$ cat src/rtl/mul_div_unit.sv
// mul_div_unit: iterative unsigned shift-add multiplier / restoring divider, one bit per cycle
module mul_div_unit #(
  parameter int WIDTH = 32
) (
  input  logic             clk,
  input  logic             rst,
  input  logic             start,
  input  logic [1:0]       funct,
  input  logic [WIDTH-1:0] op1,
  input  logic [WIDTH-1:0] op2,
  output logic             busy,
  output logic             done,
  output logic             stall,
  output logic [WIDTH-1:0] result
);
  localparam int CW = $clog2(WIDTH);
  typedef enum logic [1:0] {IDLE, RUN, FIN} state_t;
  state_t state, state_n;
  logic [CW-1:0] cnt;
  logic [1:0] fn;
  logic [WIDTH-1:0] opnd, diff;
  logic [2*WIDTH-1:0] acc, acc_n;
  logic [WIDTH:0] sum, tmp;
  logic last, ge, accept;
  always_ff @(posedge clk) begin
    if (rst) state <= IDLE;
    else state <= state_n;
  end
  always_comb begin
    last = cnt == CW'(WIDTH - 1);
    state_n = (state == IDLE) ? (start ? RUN : IDLE) :
              (state == RUN)  ? (last ? FIN : RUN) : IDLE;
  end
  always_comb begin
    busy = state != IDLE;
    done = state == FIN;
    accept = start && state == IDLE;
    stall = accept || busy;
  end
  // acc holds {hi, lo} of the product for multiply, {remainder, dividend/quotient} for divide
  always_comb begin
    sum = {1'b0, acc[2*WIDTH-1:WIDTH]} + (acc[0] ? {1'b0, opnd} : {(WIDTH+1){1'b0}});
    tmp = acc[2*WIDTH-1:WIDTH-1];
    ge = tmp >= {1'b0, opnd};
    diff = tmp[WIDTH-1:0] - opnd;
    acc_n = fn[1] ? {ge ? diff : tmp[WIDTH-1:0], acc[WIDTH-2:0], ge}
                  : {sum, acc[WIDTH-1:1]};
  end
  always_ff @(posedge clk) begin
    if (rst) begin
      cnt <= '0;
      fn <= '0;
      opnd <= '0;
      acc <= '0;
      result <= '0;
    end else if (accept) begin
      cnt <= '0;
      fn <= funct;
      opnd <= funct[1] ? op2 : op1;
      acc <= {{WIDTH{1'b0}}, funct[1] ? op1 : op2};
    end else if (state == RUN) begin
      cnt <= cnt + CW'(1);
      acc <= acc_n;
      if (last) result <= fn[0] ? acc_n[2*WIDTH-1:WIDTH] : acc_n[WIDTH-1:0];
    end
  end
endmodule

$ cat config.mk
export PLATFORM = sky130hd
export DESIGN_NAME = mul_div_unit
export DESIGN_NICKNAME = d
export VERILOG_FILES = /design/src/rtl/mul_div_unit.sv
export SDC_FILE = /design/constraint.sdc
export NUM_CORES = 1
export LEC_CHECK = 0
export CELL_PAD_IN_SITES_DETAIL_PLACEMENT = 0
export CELL_PAD_IN_SITES_GLOBAL_PLACEMENT = 2
export CORE_ASPECT_RATIO = 0.5
export CORE_MARGIN = 2
export CORE_UTILIZATION = 35
export CTS_BUF_LIST = sky130_fd_sc_hd__clkbuf_16
export CTS_CLUSTER_SIZE = 24
export DETAILED_ROUTE_END_ITERATION = 12
export MAX_ROUTING_LAYER = met4
export PLACE_DENSITY = 0.9
export SLEW_MARGIN = 20
export SYNTH_ARGS = -nofsm -noshare
export SYNTH_HDL_FRONTEND = slang
export SYNTH_SLANG_ARGS = --single-unit
$ cat constraint.sdc
create_clock -name clk -period 4.21 [get_ports clk]
set_clock_uncertainty 0.15 [all_clocks]
set_input_delay 0.6315 -clock clk [delete_from_list [all_inputs] [get_ports clk]]
set_output_delay 0.6315 -clock clk [all_outputs]
set_load 0.02 [all_outputs]
; ---- Word-level counts from Yosys, hierarchy flattened
; Index checks and enable logic that the tools add are counted.
[word_totals]
regBits = 137
out_inout_bits = 35
[classes]
n_addsub = 3
magnitude_cmp = 1
eq_ne = 3
muxes = 12
bitwise_logic = 1
n_reduce_logical = 7
[ops]
columns = operator, n
row1 = $mux 32, 7
row2 = $mux 64, 1
row3 = $add 32x32->33, 1
row4 = $ge 33x32->1, 1
row5 = $sub 32x32->32, 1
row6 = $mux 2, 3
row7 = $add 5x1->5 const B, 1
row8 = $eq 5x5->1 const B, 1
row9 = $reduce_bool 2->1, 2
row10 = $reduce_and 3->1, 1
row11 = $eq 2x1->1 const B, 1
row12 = $eq 2x2->1 const B, 1
row13 = $logic_not 2->1, 1
row14 = $reduce_or 2->1, 1
row15 = $logic_and 1x1->1, 1
row16 = $logic_or 1x1->1, 1
row17 = $mux 1, 1
row18 = $not 1->1, 1

; ---- Longest topological paths before layout
; Gate-level depths: netlist of run 1.
[depth]
ltp_word = 5
depth_mapped = 14

; ---- Worst setup path before layout of run 1
; OpenSTA, ideal clock, no wires.
[synth_timing]
path_kind = reg2reg
from = reg acc[0]
to = reg acc[63]
setup_time_ns = 0.116
arrival_ns = 2.920
setup_slack_ns = 1.025
path_stages_with_launch = 15
path_cell_list = dfxtp_1 > inv_1 > clkbuf_1 > nor2_1 > ha_1 > clkbuf_1 > and3_1 > a221o_1 > a31oi_1 > a311oi_1 > a41oi_1 > nor3_1 > o41ai_1 > a21oi_1 > a31o_1
[synth_between]
elab_chain_len = 3
[synth_lines]
columns = item, line
row1 = "start, declared", 22  ; logic [2*WIDTH-1:0] acc, acc_n;
row2 = "start signal, assigned", 60  ; acc <= {{WIDTH{1'b0}}, funct[1] ? op1 : op2};
row3 = "start signal, assigned", 63  ; acc <= acc_n;
row4 = $mux 32, 42  ; sum = {1'b0, acc[2*WIDTH-1:WIDTH]} + (acc[0] ? {1'b0, opnd} : {(WIDTH+1){1'b0}});
row5 = $add 32x32->33, 42
row6 = $mux 64, 46  ; acc_n = fn[1] ? {ge ? diff : tmp[WIDTH-1:0], acc[WIDTH-2:0], ge}
; No other way between the ends.
; A chain may end at the register's enable or synchronous reset.

; ---- Final worst setup path of run 1
[layout_timing]
from = reg opnd[16]
to = reg result[19]
[layout_between]
elab_chain_len = 4
[layout_lines]
columns = item, line
row1 = "start, declared", 21  ; logic [WIDTH-1:0] opnd, diff;
row2 = "start signal, assigned", 59  ; opnd <= funct[1] ? op2 : op1;
row3 = $mux 32 (tied with other cells), 42
row4 = $add 32x32->33 or $mux 32 (tied branches), "42, 46"
row5 = $mux 64 (*), 46
row6 = $mux 32 (*), 64  ; if (last) result <= fn[0] ? acc_n[2*WIDTH-1:WIDTH] : acc_n[WIDTH-1:0];
row7 = "end signal, assigned", 64
row8 = "end, declared", 14  ; output logic [WIDTH-1:0] result
; Mark *: on every way between the ends. The rest lies on a longest branch, timed or not.

==> results of run 1 <==
==> how the worst min path moves through the flow <==
stage / start / end / slack, ps
2_1_floorplan: cnt[4] / cnt[4] / 290
3_3_place_gp: cnt[4] / cnt[4] / 300
3_5_place_dp: result[14] / result[14] / 300
4_1_cts: result[14] / result[14] / 310
5_1_grt: result[14] / result[14] / 320
6_report: result[14] / result[14] / 310
==> cell type report <==
| cell class | count | area share [%] |
|---|---|---|
| tap | 399 | 3.921 |
| sequential | 137 | 21.57 |
| clock buffer | 17 | 3.341 |
| multi-input combinational | 1112 | 58.24 |
| inverter | 51 | 1.504 |
| clock inverter | 15 | 1.002 |
| timing repair buffer | 143 | 10.40 |
| antenna | 1 | 0.01965 |
==> per-layer routing <==
metal	up-vias	GRT usage (%)
met5	-	-
li1	5278	-
met1	5448	40.26
met2	509	35.67
met4	0	7.528
met3	53	7.817
==> cell usage in the layout, fill, tap and decap left out, drive strengths merged, types with 22 or more instances in the layout <==
cell             n
clkdlybuf4s50  101
nand3           33
dfxtp          137
xor2            22
buf             42
mux2i          100
a211oi          54
nor3            25
inv             57
xnor2           27
nor2           172
o211ai          22
o21ai           93
nand2           90
ha              66
a21o            24
a21oi          140
==> kinds of logic after synthesis <==
family                   share of synthesized area, %
AO/OA/AOI/OAI                                   28.50
flip-flops                                      25.57
buffers and inverters                           5.401
AND/OR/NAND/NOR                                 17.45
XOR/XNOR                                        4.001
adder cells (fa/ha/maj)                         8.072
multiplexers                                    11.01
==> worst min-delay path: cells and delay by family, from the launching register on <==
family	cells	cell delay, ps
AND/OR/NAND/NOR	1	50
AO/OA/AOI/OAI	1	50
flip-flops	1	310
==> stage by stage <==
step	cells	setup slack [ps]	area, µm²	hold slack [ps]
6_report	1875	278.2	12730	309.2
5_1_grt	1874	104.5	12730	320.1
4_1_cts	1874	421.4	12730	308.3
3_5_place_dp	1842	452.3	12180	300.4
3_3_place_gp	1842	432.5	12180	296.6
2_1_floorplan	1393	1025	10730	290.6
==> registers in the layout, summed over array words and instances (netlist names) <==
name	count
acc	64
state	2
opnd	32
fn	2
cnt	5
result	32
==> power by group through the flow <==
stage	clock network (W)	logic (W)	registers, W
detailed placement	0	0.00119	0.00146
CTS	0.00147	0.00120	0.00143
global route	0.00152	0.00133	0.00144
global placement	0	0.00120	0.00146
floorplan	0	0.000821	0.00143
finish	0.00145	0.00123	0.00143
==> key figures, run 1 <==
Setup path
  • Launch instance of the worst register-to-register path: opnd[16]
  • Slowest library cell on the worst path: sky130_fd_sc_hd__o21ai_0
  • Worst path required time: 4380 ps
  • FF-to-FF setup slack: 280 ps
  • Critical Path Max Stage Delay: 790 ps
  • CP arrival: 4100 ps
  • Most used cell along the critical path: sky130_fd_sc_hd__o21ai_0
  • Family with the most delay on the worst path: compound AO/OA/AOI/OAI gates
  • R2r worst-path depth: 12
  • Crit path capture type: register
  • Critical setup path kind: register to register
  • Worst-path fanout max: 13
  • Cell depth of the worst setup path: 12
  • List of cells traversed by the critical path: inv_1, ha_1, nand4_1, nor3_1, o31ai_1, a211oi_1, or2_1, buf_4, o21ai_0, o21ai_0, buf_4, o21ai_0
  • Critical register-to-register path endpoint: result[19]
  • Critical path endpoint: result[19]
  • Critical Path Source Type: register
  • Bufs and invs on worst path: 3
  • Source of the critical timing path: opnd[16]

Drt
  • Vias per Instance: 6.020
  • Per-cell routed wire length: 23.07 µm
  • Max layer used: met4
  • DRT met1 WL: 20980 µm
  • First-iteration detailed-routing DRC count: 1293
  • Detailed-routed wire length on met3: 4587 µm
  • Via count of the routed design: 11290
  • Pre-antenna DRT Iters: 5
  • Routed Antenna Nets: 0
  • DRC Markers: 0
  • Overall routed net length: 43260 µm
  • Routed met2 length: 16770 µm

Cells and area
  • Register area: 2746 µm²
  • Share of post-route cells with drive strength above 1: 8.068%
  • Count of nets after finishing: 1599
  • Multi-input gate area in the final layout: 7416 µm²
  • Area delta synth->final: 18.70%
  • Fill cell total of the finished layout: 3074
  • Fin util: 42.11%

Clock tree
  • Root buffer cell: sky130_fd_sc_hd__clkbuf_16
  • Num CTS Buffers: 17
  • Count of cells resized by post-cts repair: 0
  • Number of H-tree levels: 4
  • Quantity of hold-fixing buffers added after cts: 0
  • Clk slew on worst S/H paths: 70 ps
  • Maximum number of buffers from clock root to sink: 2
  • Number of setup buffers added after CTS: 0
  • Clock tree from TritonCTS: done
  • Clock sinks: 137
  • Clock latency reported for the late side of the worst-skew pair: 450 ps

Yosys
  • Yosys Warn Count: 0
  • Cell with the most instances after synthesis: sky130_fd_sc_hd__nor2_1
  • Area of the mapped netlist: 10730 µm²
  • Number of enable-type register cells in the synthesized netlist: 0
  • Synth top area share: 25.57%
  • Cell taking the most area after synthesis: sky130_fd_sc_hd__dfxtp_1
  • #FFs+latches synth: 137
  • Cell types with the highest counts after synthesis: sky130_fd_sc_hd__nor2_1 (171), sky130_fd_sc_hd__a21oi_1 (139), sky130_fd_sc_hd__dfxtp_1 (137)
  • Mean post-synth cell area: 7.700 µm²
  • Post-synth top flop: sky130_fd_sc_hd__dfxtp_1
  • Share of synthesized area occupied by flip-flops and latches: 25.57%
  • Synthesized net count: 1530
  • Cell types occupying the most area after synthesis: sky130_fd_sc_hd__dfxtp_1 (26%), sky130_fd_sc_hd__mux2i_1 (9.3%), sky130_fd_sc_hd__ha_1 (7.7%), sky130_fd_sc_hd__a21oi_1 (6.5%), sky130_fd_sc_hd__nor2_1 (6.0%)
  • Synthesized instance count: 1393
  • Ys async rst share: 0%
  • Distinct cells, synth: 74

Power and ir drop
  • Cell Int Power: 0.002647 W
  • Clock share of power: 35.3%
  • Peak supply drop: 0.1645 mV
  • Sequential share of power: 34.8%
  • Total power consumption of the routed design: 0.004120 W
  • Power density normalized to cell area: 323.6 nW/µm²
  • Net switching power: 0.001473 W
  • Combinational group share of total power: 30.0%
  • Leakage power summed over all cells: 5.140 nW
  • Switching power share of the total: 35.75%

Timing
  • Setup repair after global routing missed its margin: no
  • Endpoints failing setup: 0
  • Count of endpoints failing hold in the final timing report: 0
  • Portion of the clock cycle consumed by the worst path in the final layout: 93.39%
  • Max-slew headroom: 30.68%
  • Final critical delay including setup and external delays: 3932 ps
  • Max Clk Rate: 254.3 MHz
  • Actual slew at the worst max-slew pin: 1040 ps
  • Pins over their slew limit: 0
  • Total Neg Setup Slack: 0 ps

GRT
  • Pin count of the biggest net entering global routing: 71
  • Global-route usage over all layers: 27.45%
  • Via count of the first global-routing pass: 10280
  • Total gr overflow: 0
  • Antenna violations before repair: 0
  • First-pass GRT wire length: 64520 µm

Outcome
  • Outcome: finished, final reports clean

Flow run
  • Total of max-cap violations: 0

Die
  • Number of ports placed on the die boundary: 104
  • Vert. Die Dim: 127.8 µm
  • Die Span X: 251.6 µm
  • Row count: 45
  • Die area: 32150 µm²
  • Starting density of the core: 35.48%
  • Placeable Area: 30240 µm²

Min path
  • Class of the worst hold path: register to register
  • Cells on Worst Hold Path: 2

Place
  • Number of I/O port buffers: 103
  • DP HPWL: 33000 µm
  • Final Wtd Congestion: 0.9721
No activity file was read; power rests on OpenSTA's default activity.
==> run 2, diff against run 1 <==
--- a/config.mk
+++ b/config.mk
@@ -8,7 +8,7 @@
 export CELL_PAD_IN_SITES_DETAIL_PLACEMENT = 0
 export CELL_PAD_IN_SITES_GLOBAL_PLACEMENT = 2
 export CORE_ASPECT_RATIO = 0.5
-export CORE_MARGIN = 2
+export CORE_MARGIN = 3
 export CORE_UTILIZATION = 35
 export CTS_BUF_LIST = sky130_fd_sc_hd__clkbuf_16
 export CTS_CLUSTER_SIZE = 24
==> key figures, run 2 (same netlist as run 1, synthesis figures left out) <==
Outcome
  • Outcome: finished, final reports clean

Place
  • DP HPWL: 34870 µm (+5.7%)
  • Number of I/O port buffers: 103 (unchanged)
  • Final Wtd Congestion: 0.9605 (-1.2%)
  • Number of placed instances, taps included: 1839 (-0.16%)

GRT
  • Total gr overflow: 0 (unchanged)
  • GRT met2 Usage: 37.28% (+1.6 points)
  • Met1 capacity usage during global routing: 40.81% (+0.55 points)
  • Via count of the first global-routing pass: 10620 (+3.3%)
  • Global-route track usage on met3: 10.48% (+2.7 points)
  • Antenna violations before repair: 1 (+1)
  • Pin count of the biggest net entering global routing: 72 (+1.4%)
  • Global-route usage over all layers: 28.38% (+0.92 points)
  • First-pass GRT wire length: 67870 µm (+5.2%)
  • Layer with the highest usage: met1

Die
  • Number of ports placed on the die boundary: 104 (unchanged)
  • Row count: 44 (-2.2%)
  • Die area: 32910 µm² (+2.4%)
  • Starting density of the core: 36.28% (+0.81 points)
  • Placeable Area: 29560 µm² (-2.2%)
  • Die Span X: 253.6 µm (+0.79%)
  • Vert. Die Dim: 129.8 µm (+1.6%)

Drt
  • Routed Antenna Nets: 0 (unchanged)
  • Per-cell routed wire length: 24.47 µm (+6.1%)
  • DRC Markers: 0 (unchanged)
  • Via count of the routed design: 11410 (+1.1%)
  • Overall routed net length: 45960 µm (+6.2%)
  • Pre-antenna DRT Iters: 6 (+1)
  • Vias per Instance: 6.075 (+0.90%)
  • First-iteration detailed-routing DRC count: 1271 (-1.7%)

Setup path
  • Worst-path fanout max: 6 (-7)
  • R2r worst-path depth: 11 (-1)
  • FF-to-FF setup slack: 220 ps (-60 ps)
  • CP arrival: 4190 ps (+90 ps)
  • Critical Path Source Type: register
  • Launch instance of the worst register-to-register path: opnd[6]
  • Critical register-to-register path endpoint: result[21]
  • Worst path required time: 4410 ps (+30 ps)
  • Crit path capture type: register
  • Critical setup path kind: register to register

Power and ir drop
  • Leakage power summed over all cells: 5.205 nW (+1.3%)
  • Peak supply drop: 0.3373 mV (+100%)
  • Power density normalized to cell area: 332.0 nW/µm² (+2.6%)

Clock tree
  • Root buffer cell: sky130_fd_sc_hd__clkbuf_16
  • Maximum number of buffers from clock root to sink: 2 (unchanged)
  • Clock latency reported for the late side of the worst-skew pair: 450 ps (about the same)
  • Clk slew on worst S/H paths: 70 ps (about the same)
  • Clock sinks: 137 (unchanged)
  • Quantity of hold-fixing buffers added after cts: 0 (unchanged)
  • Num CTS Buffers: 17 (unchanged)
  • Clock tree from TritonCTS: done
  • Number of H-tree levels: 4 (unchanged)

Cells and area
  • Top library cells by usage in the layout, fill and taps aside: sky130_fd_sc_hd__nor2_1 (171), sky130_fd_sc_hd__a21oi_1 (139), sky130_fd_sc_hd__dfxtp_1 (135)
  • Count of nets after finishing: 1611 (+0.75%)
  • Leading registers by flop count: acc: 64 flops, opnd: 32 flops, result: 32 flops
  • Flip-flop count of the largest register, all copies and words added: 64 (unchanged)
  • Share of post-route cells with drive strength above 1: 9.079% (+1.0 points)
  • Number of diodes: 0 (-1)
  • Area delta synth->final: 19.98%
  • Final instance count without filler cells: 1878 (+0.16%)
  • Register with the highest flop count: acc
  • Fill cell total of the finished layout: 3045 (-0.94%)
  • Leading cell type in the layout, fill and taps excluded: sky130_fd_sc_hd__nor2_1

Flow run
  • Total of max-cap violations: 0 (unchanged)

Timing
  • Setup repair after global routing missed its margin: no
  • Pins over their slew limit: 0 (unchanged)
  • Max-slew headroom: 29.63% (-1.1 points)
  • Endpoints failing setup: 0 (unchanged)
  • Count of endpoints failing hold in the final timing report: 0 (unchanged)
  • Max Clk Rate: 250.7 MHz (-1.4%)
  • Final critical delay including setup and external delays: 3989 ps (+57.17 ps)
  • Worst slack on hold paths: 314.1 ps (+4.906 ps)
  • Portion of the clock cycle consumed by the worst path in the final layout: 94.75% (+1.4 points)
  • Actual slew at the worst max-slew pin: 1056 ps (+15.80 ps)

Min path
  • Class of the worst hold path: register to register
  • Cells on Worst Hold Path: 2 (unchanged)
  • Startpoint of the most critical hold path: cnt[4]
  • Hold-critical path endpoint: cnt[4]
-- run 2: worst max-delay path, stage by stage, from the launching register on --
cell and delay (ps):
sky130_fd_sc_hd__dfxtp_1 420, sky130_fd_sc_hd__inv_1 100, sky130_fd_sc_hd__ha_1 390, sky130_fd_sc_hd__a21oi_1 430
sky130_fd_sc_hd__o21ai_1 250, sky130_fd_sc_hd__a32oi_1 440, sky130_fd_sc_hd__nand2_1 280, sky130_fd_sc_hd__o31ai_1 380
sky130_fd_sc_hd__xnor2_1 150, sky130_fd_sc_hd__o21ai_1 200, sky130_fd_sc_hd__o211ai_1 340, sky130_fd_sc_hd__a311oi_1 360
-- run 2: routing by layer --
| metal | part of all wire [%] | up-vias |
|---|---|---|
| met1 | 48 | 5511 |
| li1 | - | 5305 |
| met5 | 0 | - |
| met2 | 38 | 548 |
| met3 | 12 | 44 |
| met4 | 1.2 | 0 |
-- run 2: repair_timing --
item	in CTS	in global routing
gates resized for setup	0	6
cloned	0	1
pin swaps	0	1
buffers inserted	0	6
endpoints found under the setup margin	3	20
-- run 2: cell type report --
type                       count  area (µm²)  area share, %
inverter                      51       195.2          1.517
clock buffer                  17       425.4          3.305
multi-input combinational   1112        7436          57.78
timing repair inverter         1       7.507        0.05833
tap                          391       489.2          3.801
sequential                   137        2748          21.35
timing repair buffer         154        1431          11.12
clock inverter                15       137.6          1.069
-- run 2: report_power, final --
group          internal [W]  total [W]  switching [W]
Clock              0.000825    0.00151       0.000689
Combinational      0.000493    0.00132       0.000824
Sequential          0.00137    0.00144      0.0000760
-- run 2: how the worst max path moves through the flow --
| stage | from | end | cells past startpoint |
|---|---|---|---|
| after detailed placement | acc[0] | result[29] | 13 |
| after global placement | acc[0] | result[29] | 13 |
| after CTS | acc[0] | result[29] | 13 |
| final | opnd[6] | result[21] | 11 |
| after floorplan | acc[0] | acc[63] | 14 |
| after global routing | opnd[6] | result[21] | 12 |
-- run 2: metrics by stage --
step           utilization [%]  worst slack, ps  TNS [ps]  cell area (µm²)  total power [W]
4_1_cts                  43.19           -34.49    -71.57            12770         0.004222
6_report                 43.53            221.0         0            12870         0.004273
3_3_place_gp             41.28           -29.17    -29.17            12200         0.002706
5_1_grt                  43.53            22.23         0            12870         0.004432
3_5_place_dp             41.28          -0.6395   -0.6395            12200         0.002707
2_1_floorplan                -             1025         0            10730         0.002254
